==> src/rtl/n_bit_rr_mux_sequencer.sv <==
// Round-robin select sequencer for an n-bit 4x1 mux: picks a requesting channel,
// drives the mux select, captures the returned data and hands it off via valid/ready.
module n_bit_rr_mux_sequencer #(
    parameter int unsigned n = 8
) (
    input  logic         clk,
    input  logic         rst,
    input  logic [3:0]   REQ,
    input  logic [n-1:0] Y_IN,
    input  logic         READY,
    output logic [1:0]   S,
    output logic [3:0]   GNT,
    output logic [n-1:0] DOUT,
    output logic         VALID,
    output logic [7:0]   XFER_CNT
);

    typedef enum logic [1:0] {StIdle, StSel, StHold} state_e;

    state_e       state_q, state_d;
    logic [1:0]   s_q, s_d;
    logic [1:0]   last_q, last_d;
    logic [3:0]   gnt_q, gnt_d;
    logic [n-1:0] dout_q, dout_d;
    logic         valid_q, valid_d;
    logic [7:0]   cnt_q, cnt_d;

    logic [1:0]   pick;
    logic [1:0]   cand;
    logic         found;

    // Scan LAST+1 .. LAST+4 so the most recently served channel has lowest priority.
    always_comb begin
        pick  = last_q;
        cand  = last_q;
        found = 1'b0;
        for (int i = 1; i <= 4; i++) begin
            cand = last_q + 2'(i);
            if (!found && REQ[cand]) begin
                pick  = cand;
                found = 1'b1;
            end
        end
    end

    always_comb begin
        state_d = state_q;
        s_d     = s_q;
        last_d  = last_q;
        gnt_d   = 4'b0000;
        dout_d  = dout_q;
        valid_d = valid_q;
        cnt_d   = cnt_q;
        unique case (state_q)
            StIdle: begin
                if (found) begin
                    s_d     = pick;
                    state_d = StSel;
                end
            end
            StSel: begin
                // Capture regardless of whether the chosen request is still up.
                dout_d  = Y_IN;
                gnt_d   = 4'b0001 << s_q;
                valid_d = 1'b1;
                state_d = StHold;
            end
            StHold: begin
                if (READY) begin
                    valid_d = 1'b0;
                    last_d  = s_q;
                    cnt_d   = cnt_q + 8'd1;
                    state_d = StIdle;
                end
            end
            default: state_d = StIdle;
        endcase
    end

    always_ff @(posedge clk) begin
        if (rst) begin
            state_q <= StIdle;
            s_q     <= 2'b00;
            last_q  <= 2'd3;
            gnt_q   <= 4'b0000;
            dout_q  <= '0;
            valid_q <= 1'b0;
            cnt_q   <= 8'd0;
        end else begin
            state_q <= state_d;
            s_q     <= s_d;
            last_q  <= last_d;
            gnt_q   <= gnt_d;
            dout_q  <= dout_d;
            valid_q <= valid_d;
            cnt_q   <= cnt_d;
        end
    end

    assign S        = s_q;
    assign GNT      = gnt_q;
    assign DOUT     = dout_q;
    assign VALID    = valid_q;
    assign XFER_CNT = cnt_q;

endmodule

==> config.mk <==
export PLATFORM = sky130hd
export DESIGN_NAME = n_bit_rr_mux_sequencer
export DESIGN_NICKNAME = d
export VERILOG_FILES = /design/src/rtl/n_bit_rr_mux_sequencer.sv
export SDC_FILE = /design/constraint.sdc
export NUM_CORES = 1
export LEC_CHECK = 0
export ABC_AREA = 1
export ABC_CLOCK_PERIOD_IN_PS = 1700
export CAP_MARGIN = 20
export CORE_MARGIN = 1
export CORE_UTILIZATION = 45
export CTS_CLUSTER_SIZE = 25
export DETAILED_ROUTE_END_ITERATION = 10
export DONT_BUFFER_PORTS = 1
export PLACE_DENSITY = 0.58
export SETUP_SLACK_MARGIN = 0.05
export SLEW_MARGIN = 5
export SYNTH_ARGS = -nofsm -noshare
export SYNTH_HDL_FRONTEND = slang
export SYNTH_SLANG_ARGS = --single-unit
==> constraint.sdc <==
create_clock -name clk -period 1.7 [get_ports clk]
set_input_delay 0.085 -clock clk [delete_from_list [all_inputs] [get_ports clk]]
set_output_delay 0.085 -clock clk [all_outputs]
set_load 0.01 [all_outputs]
# Word-level counts from Yosys, hierarchy flattened
# Index checks and enable logic that the tools add are counted.
# word_totals
reg_bits,27
output_inout_bits,23
memories,0
latch_bits,0
wordCells,55
ramBits,0
mem_bits_ro,0
input_bits,15
# classes
n_reduce_logical,13
magnitude_cmp,4
n_addsub,4
eq_ne,4
shift,1
div,0
mux,21
n_bitwise,1
n_mul,0
# op_table
cell,count
< comparator 2 x 3 -> 1 bit (second input constant),4
2-to-1 mux 2 bit,6
2-to-1 mux 1 bit,9
adder 8 x 1 -> 8 bit (second input constant),1
binary-select mux 1 bit (select 2 bit),4
AND reduction 2 bit,4
one-hot mux 2 bit (3 select lines),1
adder 2 bit (second input constant),2
inequality test 2 bit (second input constant),2
<< shifter 1 x 2 -> 4 bit (first input constant),1
logical AND 1 bit,3
zero test 1 bit,3
adder 2 x 1 -> 2 bit (second input constant),1
== test 2 x 1 -> 1 bit (second input constant),1
== test 2 bit (second input constant),1
zero test 2 bit,1
one-hot mux 1 bit (2 select lines),1
nonzero test 2 bit,1
OR reduction 2 bit,1
inverter 1 bit,1

# Logic depth before layout (Yosys ltp)
# Gate-level depths: netlist (run 1).
# depth
depth_word,15
depth_mapped,12
ltp_nobuf,11

# Worst setup path after synthesis (run 1)
# OpenSTA, ideal clock, no wires.
# synth_path
path_type,register to register
start,register cnt_q[0] (netlist: XFER_CNT[0])
end,register cnt_q[7] (netlist: XFER_CNT[7])
setup_slack_ps,464
period_less_slack_ps,1236
n_path_buf,0
stages_incl_launch_ff,8
arrival_ps,1110
setup_ps,126
cell_sequence,dfxtp_1 -> nand3_1 -> nor3_4 -> nand3_1 -> nor2_1 -> nand2_1 -> nand2_1 -> nor2_1
# synth_between
elab_chain_len,1
# synth_lines
item,line,rtl
start: declaration,26,"logic [7:0] cnt_q, cnt_d;"
start signal: assignment,96,cnt_q <= cnt_d;
adder 8 x 1 -> 8 bit,72,cnt_d = cnt_q + 8'd1;
# Every way passes these cells.
# A chain may end at the register's enable or synchronous reset.

# Worst setup path after layout (run 1)
# Same ends and word-level chain as after synthesis.

==> summary.md, run 1 <==
| Metric | Value |
|---|---|
| Run status | complete, no violations |
| Asr flop ratio synth | 0% |
| Slew margin rel. | 70.1% |
| Hold_ws | 35.3 ps |
| Drt wl/cell | 12.4 um |
| R2R Path Start | XFER_CNT[0] |
| Drc violations | 0 |
| Most frequent cells in the layout | 30 x nand2_1, 26 x dfxtp_1, 25 x nor2_1, 14 x inv_1 |
| Max cap viols | 0 |
| CP endpoint kind | flop |
| Crit-path slowest cell | dfxtp_1 |
| Yosys warns | 0 |
| Setup Buffers After CTS | 0 |
| DIE AREA | 3090 sq um |
| Synth Register Bits | 27 |
| Largest net degree at the start of global routing | 18 |
| Synth Net Count | around 180 |
| Starting DRT DRC Count | 20 |
| Setup Viol. Count Final | 0 |
| Final HPWL DP | 1960 um |
| Largest buffer count on any clock path | 2 |
| Hold Path Cell Cnt | 2 |
| Die W | 55.6 um |
| Max VDD drop | 0.000636 V |
| Total Wirelength | about 2600 um |
| Worst reg2reg path endpoint | XFER_CNT[7] |
| Lkg Pwr | 0.654 nW |
| Critical path fanouts, max | 4 |
| R2R setup slack | 330 ps |
| Worst Tran Pin Value | 448 ps |
| Cell Chain, Critical Path | nand3_1 -> nor3_4 -> nand3_1 -> nor2_1 -> nand2_1 -> nand2_1 -> nor2_1 |
| Final ANT Viol Nets | 0 |
| Max stage delay on crit path | 470 ps |
| Chip Height | 55.6 um |
| Clk sink count | 27 |
| Later-pin clock latency in the skew report | about 310 ps |
| Final period util | 80.8% |
| PortBufs | 0 |
| # diodes | 0 |
| Via count | between 1000 and 1500 |
| Synth Instances | 167 |
| GPL Wtd Cong | ~0.84 |
| Count of cell types in the netlist | 30 |
| CTS tree | built |
| Final setup skew | 3.17 ps |
| Max H-tree Level | 1 |
| Clock-pin slew on the worst setup and hold paths | 140 ps |
| Total CTS buffers | 3 |
| Io pins | 38 |
| Fin crit period | around 1400 ps |
| WP data arrival | 1590 ps |
| First-pass GRT wire length | 4620 um |
| Fill count | 266 |
| Post-synth EDFFs | 0 |
| Core area | 2730 sq um |
| Sequential share of the synthesized area | between 40% and 50% |
| Main synth FF type | dfxtp_1 |
| First-pass DRT Iterations | 4 |
| Starting Density | a little under half |
| Syn avg cell area | 7.75 sq um |
| Max Fclk | 0.728 GHz |
| Fin. Hold Viols | 0 |
| P&R area growth vs syn | 11.6% |
| Share of cells above drive strength 1 | 18.4% |
| Tot GR Track Use | 18.4% |
| RSZ-0062 raised after global routing | no |
| Area of the mapped netlist | 1290 sq um |
| GRT Residual Overflow | 0 |
| Max Slew Vio Count | 0 |
| Root Buffer | clkbuf_4 |
| Critical path class | reg -> reg |
| Commonest non-fill, non-tap cell in the layout | nand2_1 |
| Reg2reg path depth | 7 |
| Required time of the critical path | 1910 ps |
| Min-delay src | READY |
| Initial antenna violation count | 0 |
| WHS Endpoint | last_q[0] |
| Crit start category | flop |
| Vias per inst | approximately 5.1 |
| Hold crit path type | in -> reg |
| Vias in the first global route | 1081 |
| Setup TNS | 0 ps |
| P per Cell Area | 901 nW/um^2 |
| Cell Rows | 19 |
| Nets | 196 |
==> cell usage after synthesis (2+ instances only) <==
cell type,instances,area (sq um)
nor2_1,25,93.8
o21ai_0,9,45.0
inv_1,14,52.6
buf_6,2,22.5
inv_2,3,11.3
nand2_1,30,113
dfxtp_1,27,541
nor3_1,4,20.0
nand2_4,6,67.6
nand3_1,10,50.1
o211ai_1,4,30.0
nand2_2,9,56.3
nand3_2,2,20.0
a21oi_1,6,30.0
==> what timing repair did <==
item / CTS / global route
hold buffers: 10 / 0
endpoints found under the hold margin: 15 / 0
endpoints found under the setup margin: 0 / 1
gates resized for setup: 0 / 1
==> worst max-delay path: cells and delay by family, from the launching register on <==
kind	cells	cell delay, ps
DFF	1	470
and+or+nand+nor	7	800
==> sequential cells by signal (all words and copies together), names as in the netlist <==
register and flops:
DOUT 8, XFER_CNT 8, GNT 4, S 2
last_q 2, state_q 2, VALID 1
==> worst max-delay path by stage <==
stage                     start           to  slack (ps)  depth (start not counted)
floorplan           XFER_CNT[0]  XFER_CNT[7]         460                          7
global placement      last_q[0]         S[0]         290                          9
global route        XFER_CNT[0]  XFER_CNT[7]         160                          7
finish              XFER_CNT[0]  XFER_CNT[7]         330                          7
detailed placement    last_q[0]         S[0]         230                          9
CTS                   last_q[0]         S[0]         210                         11
==> cell type report <==
type,count,area (sq um),share of cell area (%)
timing repair buffer,12,115,7.97
tap,31,38.8,2.69
inverter,18,75.1,5.20
clock buffer,4,26.3,1.82
sequential,27,542,37.5
multi-input combinational,118,647,44.8
==> per-stage QoR <==
step / utilization, % / setup WS [ps] / total power [mW] / instances / instance area, sq um
3_5_place_dp: 48.1 / 233 / 1.02 / 196 / 1320
5_1_grt: 52.8 / 163 / 1.38 / 210 / 1440
6_report: 52.8 / 327 / 1.30 / 210 / 1440
3_3_place_gp: 48.1 / 288 / 1.02 / 196 / 1320
4_1_cts: 52.8 / 212 / 1.31 / 210 / 1440
2_1_floorplan: - / 464 / 0.975 / 167 / 1290
==> per-layer routing <==
layer | up-vias | wire (um) | track usage, %
met1 | 484 | 1120 | 20.4
met3 | 2 | 119 | 3.72
met4 | 0 | 23 | 8.21
met5 | - | 0 | 0
met2 | 22 | 1350 | 33.6
li1 | 558 | - | -
==> report_power, final <==
part	switching, mW	internal (mW)	total, mW
Sequential	0.0693	0.690	0.759
Combinational	0.168	0.105	0.273
Clock	0.177	0.0916	0.269
==> cells by family (layout without fill, tap and decap cells) <==
family	after synthesis	in the layout	share of synthesized area, %
simple gates	92	92	37.4
fa+ha+maj	1	1	0.967
buf+inv	22	34	8.22
compound gates	24	24	10.9
flops	27	27	41.8
xor+xnor	1	1	0.677
No activity file was read; power rests on OpenSTA's default activity.
==> inputs of run 2 (changes only) <==
- ABC_AREA: 1 -> 0
- ABC_CLOCK_PERIOD_IN_PS: 1700 -> 1340
- clock period: 1.7 -> 1.34 ns (I/O delays scaled with it)
==> summary.md, run 2 <==
| Metric | Value |
|---|---|
| Reg area | 542 sq um (unchanged) |
| Starting Density | 48.6% (+1.2 points) |
| Hold_ws | -212 ps (-247 ps) |
| Total CTS buffers | 3 (unchanged) |
| Io pins | 38 (unchanged) |
| Starting DRT DRC Count | 13 (-35%) |
| Setup Buffers After CTS | 0 (unchanged) |
| P&R area growth vs syn | 7.27% |
| P per Cell Area | 1190 nW/um^2 (+33%) |
| Top-count cell post-synth | dfxtp_1 |
| Hold crit path type | in -> reg |
| Top-area cell type share of the netlist area | 49.8% (+8.0 points) |
| Final HPWL DP | 1480 um (-25%) |
| Critical path class | reg -> reg |
| Synth top cells by count | 27 x dfxtp_1, 23 x nand2_1, 12 x a21oi_1, 12 x nor2_1, 4 x inv_1 |
| Final instance area | 1160 sq um (-19%) |
| Clk sink count | 27 (unchanged) |
| Drc violations | 0 (unchanged) |
| CP endpoint kind | flop |
| Max Slew Vio Count | 0 (unchanged) |
| DIE AREA | 2610 sq um (-16%) |
| RSZ-0062 raised after global routing | yes |
| Via count | 841 (-21%) |
| Cell Chain, Critical Path | nand3_1 -> nor3_1 -> xnor2_1 -> nor2_1 |
| Nets | 140 (-29%) |
| Crit start category | flop |
| Final period util | 86.9% (+6.2 points) |
| Root Buffer | clkbuf_4 |
| Sequential share of the synthesized area | 49.8% (+8.0 points) |
| Later-pin clock latency in the skew report | 320 ps (about the same) |
| Lkg Pwr | 0.447 nW (-32%) |
| WP data arrival | 1390 ps (-200 ps) |
| Most frequent cells in the layout | 26 x dfxtp_1, 23 x nand2_1, 12 x a21oi_1, 12 x nor2_1, 4 x inv_1 |
| Clock-pin slew on the worst setup and hold paths | 140 ps (about the same) |
| Ranking of synthesized cells by area | dfxtp_1 50%, nand2_1 8.0%, a21oi_1 5.5% |
| Die W | 51.1 um (-8.1%) |
| # diodes | 0 (unchanged) |
| Core area | 2230 sq um (-18%) |
| Max stage delay on crit path | 460 ps (about the same) |
| Final setup skew | 9.29 ps (+6.12 ps) |
| Main synth FF type | dfxtp_1 |
| Run status | finished, violations left |
| Cell Rows | 17 (-2) |
| Final ANT Viol Nets | 0 (unchanged) |
| Fin util | 52.1% (-0.71 points) |
| Initial antenna violation count | 0 (unchanged) |
| Count of cell types in the netlist | 32 (+6.7%) |
| Synth Instances | 120 (-28%) |
| Vias per inst | 5.57 (+9.7%) |
| Cell family with most CP delay | flip-flops |
| Largest area contributor in the netlist | dfxtp_1 |
| Max VDD drop | 0.000727 V (+14%) |
| Area of the multi-input gates | 508 sq um (-21%) |
| Share of cells above drive strength 1 | 9.76% (-8.7 points) |
| Critical path fanouts, max | 4 (unchanged) |
| GRT Residual Overflow | 0 (unchanged) |
| Largest net degree at the start of global routing | 25 (+7) |
| Failing checks | hold timing |
| CTS tree | built |
| Slew margin rel. | 73.5% (+3.4 points) |
| Crit-path slowest cell | dfxtp_1 |
| Worst Tran Pin Value | 396 ps (-52.3 ps) |
| Total Wirelength | 2110 um (-19%) |
| GPL Wtd Cong | 0.734 (-13%) |
| Synth Net Count | 136 (-26%) |
| First-pass DRT Iterations | 3 (-1) |
| Synth Register Bits | 27 (unchanged) |
| Vias in the first global route | 826 (-24%) |
| Tot GR Track Use | 18.9% (+0.51 points) |
| Setup Viol. Count Final | 0 (unchanged) |
| First-pass GRT wire length | 3680 um (-20%) |
| Setup TNS | 0 ps (unchanged) |
| PortBufs | 0 (unchanged) |
| Hold Buf Count CTS | 3 (-7) |
| Drt wl/cell | 14.0 um (+12%) |
| Max cap viols | 0 (unchanged) |
| Fill count | 228 (-14%) |
| Max Fclk | 0.858 GHz (+18%) |
| Fin. Hold Viols | 23 (+23) |
| Yosys warns | 0 (unchanged) |
| Syn avg cell area | 9.04 sq um (+17%) |
| Bufs and invs on worst path | 0 (unchanged) |
| Post-synth EDFFs | 0 (unchanged) |
| Asr flop ratio synth | 0% (unchanged) |
| Required time of the critical path | 1560 ps (-350 ps) |
| Fin crit period | 1160 ps (-208 ps) |
| Commonest non-fill, non-tap cell in the layout | dfxtp_1 |
| Chip Height | 51.1 um (-8.1%) |
| Largest buffer count on any clock path | 2 (unchanged) |
| Max H-tree Level | 1 (unchanged) |
| Post-DP Area | 1100 sq um (-16%) |
| R2R setup slack | 180 ps (-150 ps) |
| Area of the mapped netlist | 1080 sq um (-16%) |
run 2: cell count changes after synthesis, sizes merged, moves of 3 or more:
cell,previous run,this run
nand2,45,23
nor2,27,12
inv,18,4
nand3,13,2
o21ai,10,3
a21oi,7,13
nand4,0,3
nor3,5,2
o211ai,4,1
xnor2,0,3
run 2: final timing paths:
path	from	to	depth (start not counted)
max reg2reg	XFER_CNT[0]	XFER_CNT[7]	4
min reg2reg	DOUT[3]	DOUT[3]	2
max	XFER_CNT[0]	XFER_CNT[7]	4
min	rst	S[0]	1
run 2: area by class of cell:
class | count | area share, %
clock buffer | 4 | 2.26
tap | 28 | 3.01
multi-input combinational | 84 | 43.7
timing repair buffer | 4 | 3.23
sequential | 27 | 46.6
inverter | 4 | 1.29
run 2: where the power goes:
group / switching, mW / internal, mW
logic: 0.0799 / 0.0669
clock network: 0.225 / 0.116
registers: 0.0551 / 0.847
run 2: kinds of logic after synthesis:
| family | synth area share, % |
|---|---|
| DFF | 49.8 |
| and+or+nand+nor | 25.0 |
| buffers and inverters | 3.69 |
| AOI/OAI and AO/OA | 15.5 |
| xor gates and xnor gates | 4.85 |
| adders and majority gates | 1.15 |
run 2: routing by layer:
layer | up-vias | share of wire (%) | wire [um] | global-route usage (%)
li1 | 422 | - | - | -
met1 | 390 | 47 | 980 | 23.6
met2 | 27 | 44 | 937 | 29.8
met3 | 2 | 8.4 | 176 | 8.33
met4 | 0 | 0.57 | 12 | 4.17
met5 | - | 0 | 0 | 0
run 2: worst register-to-register path: stages (launching register included):
cell,delay [ps]
dfxtp_1,460
nand3_1,160
nor3_1,250
xnor2_1,150
nor2_1,50
run 2: per-stage QoR:
step	total power, mW	std cells	hold slack (ps)	setup slack, ps
6_report	1.39	151	-212	175
5_1_grt	1.48	151	-253	50.3
4_1_cts	1.41	151	-220	82.1
3_5_place_dp	1.06	144	140	111
3_3_place_gp	1.05	144	140	134
2_1_floorplan	1.04	120	144	242
run 2: repair_timing:
item | CTS | global route
endpoints found under the setup margin | 0 | 5
gates resized for setup | 0 | 3
endpoints found under the hold margin | 25 | 23
==> inputs of run 3 (changes only) <==
- ABC_AREA: 0 -> 1
==> summary.md, run 3 (same netlist as run 1, synthesis figures left out) <==
| Metric | Value |
|---|---|
| P per Cell Area | 1070 nW/um^2 (-11%) |
| Critical path fanouts, max | 9 (+5) |
| Starting DRT DRC Count | 24 (+11) |
| Final period util | 97.7% (+11 points) |
| Setup TNS | 0 ps (unchanged) |
| Min-delay src | rst |
| Largest buffer count on any clock path | 2 (unchanged) |
| Io pins | 38 (unchanged) |
| GPL Wtd Cong | 0.790 (+7.7%) |
| CP endpoint kind | flop |
| WP data arrival | 1570 ps (+180 ps) |
| Share of cells above drive strength 1 | 28.5% (+19 points) |
| RSZ-0062 raised after global routing | yes |
| GRT Residual Overflow | 0 (unchanged) |
| Fin. Hold Viols | 0 (-100%) |
| Cell Rows | 19 (+2) |
| Tot GR Track Use | 18.5% (-0.45 points) |
| Via count | 1138 (+35%) |
| Reg2reg path depth | 11 (+7) |
| First-pass DRT Iterations | 4 (+1) |
| Drc violations | 0 (unchanged) |
| R2R Path Start | last_q[0] |
| Hold Path Cell Cnt | 2 (+1) |
| Final HPWL DP | 1950 um (+32%) |
| Final instance area | 1620 sq um (+40%) |
| Worst reg2reg path endpoint | S[0] |
| Cell Chain, Critical Path | buf_12 -> inv_8 -> nand2_1 -> nand3_1 -> nand2_2 -> nor2_4 -> nand3_2 -> nand2_2 -> nand2_1 -> nand2_1 -> nor2_1 |
| Max Slew Vio Count | 0 (unchanged) |
| First-pass GRT wire length | 4560 um (+24%) |
| Total Wirelength | 2810 um (+33%) |
| # placed instances | 203 (+41%) |
| P&R area growth vs syn | 25.5% |
| Total power | 1.73 mW (+25%) |
| Core area | 2730 sq um (+22%) |
| Largest net degree at the start of global routing | 18 (-28%) |
| Run status | complete, no violations |
| Max stage delay on crit path | 360 ps (-100 ps) |
| Final setup skew | 10.3 ps (+0.970 ps) |
| WHS Endpoint | last_q[1] |
| Worst Tran Pin Value | 348 ps (-48.2 ps) |
| Chip Height | 55.6 um (+8.8%) |
| Max H-tree Level | 1 (unchanged) |
| Post-DP Area | 1380 sq um (+25%) |
| Commonest non-fill, non-tap cell in the layout | nand2_1 |
| Nets | 210 (+50%) |
| Max VDD drop | 0.000821 V (+13%) |
| Vias in the first global route | 1045 (+27%) |
| Later-pin clock latency in the skew report | 330 ps (about the same) |
| Crit start category | flop |
| CTS tree | built |
| DIE AREA | 3090 sq um (+18%) |
| Crit-path slowest cell | dfxtp_2 |
| Clock-pin slew on the worst setup and hold paths | 160 ps (+20 ps) |
| Required time of the critical path | 1600 ps (+40 ps) |
| Clk sink count | 27 (unchanged) |
| Fin crit period | 1310 ps (+145 ps) |
| Most frequent cells in the layout | 29 x nand2_1, 25 x nor2_1, 21 x dfxtp_1, 14 x inv_1, 14 x dlygate4sd3_1 |
| Initial antenna violation count | 0 (unchanged) |
| Fin util | 59.4% (+7.3 points) |
| Critical path class | reg -> reg |
| Non-Filler Instances | 224 (+48%) |
| Final ANT Viol Nets | 0 (unchanged) |
| Total CTS buffers | 3 (unchanged) |
| Slew margin rel. | 76.7% (+3.2 points) |
| R2R setup slack | 30 ps (-140 ps) |
| Hold crit path type | in -> reg |
| Vias per inst | 5.08 (-8.8%) |
| PortBufs | 0 (unchanged) |
| Drt wl/cell | 12.6 um (-10%) |
| Max Fclk | 0.764 GHz (-11%) |
| Setup Viol. Count Final | 0 (unchanged) |
| Die W | 55.6 um (+8.8%) |
| Max cap viols | 0 (unchanged) |
| # diodes | 0 (unchanged) |
| Root Buffer | clkbuf_4 |
| Most frequent CP cell | nand2_1 |
| Starting Density | 47.3% (-1.2 points) |
| Lkg Pwr | 0.731 nW (+64%) |
run 3: changes by cell type in the layout (fill, tap and decap cells not counted), moves of 10 or more:
| cell | previous run | this run |
|---|---|---|
| buf_4 | 1 | 11 |
| nor2_1 | 12 | 25 |
| dlygate4sd3_1 | 3 | 14 |
| inv_1 | 4 | 14 |
| nand2_2 | 0 | 10 |
run 3: what timing repair did:
action	in CTS	in global routing
buffers inserted	0	3
hold buffers	13	1
gates resized for setup	4	11
pin swaps	0	1
hold endpoints to repair	16	1
endpoints found under the setup margin	3	5
run 3: power breakdown:
part	switching, mW	internal, mW
registers	0.0799	0.878
clock network	0.260	0.122
logic	0.230	0.164
total	0.570	1.16
run 3: per-stage QoR:
step           worst slack (ps)  hold slack, ps
5_1_grt                   -53.5            23.2
2_1_floorplan               104             167
3_5_place_dp               26.4             132
3_3_place_gp               59.4             133
6_report                   30.4            12.2
4_1_cts                    39.4           0.297
run 3: per-layer routing:
| layer | vias to the layer above | global-route usage (%) | wire length (um) |
|---|---|---|---|
| met5 | - | 0 | 0 |
| met4 | 0 | 6.43 | 19 |
| met3 | 2 | 4.42 | 132 |
| met2 | 28 | 32.0 | 1450 |
| met1 | 525 | 22.2 | 1210 |
| li1 | 583 | - | - |
run 3: how the worst max path moves through the flow:
| stage | from | to |
|---|---|---|
| 2_1_floorplan | XFER_CNT[0] | XFER_CNT[7] |
| 3_3_place_gp | last_q[0] | S[0] |
| 3_5_place_dp | last_q[0] | S[0] |
| 4_1_cts | last_q[0] | S[0] |
| 5_1_grt | last_q[0] | S[0] |
| 6_report | last_q[0] | S[0] |
run 3: layout make-up:
cell class	instances	area, sq um
inverter	18	77.6
timing repair buffer	26	243
sequential	27	548
clock buffer	3	22.5
clock inverter	1	8.76
fill	249	1110
multi-input combinational	118	686
tap	31	38.8
run 3: worst max-delay path: cells and delay by family (launching register included):
kind	cells	cell delay, ps
AND/OR/NAND/NOR	9	650
flip-flops	1	360
buffers and inverters	2	210
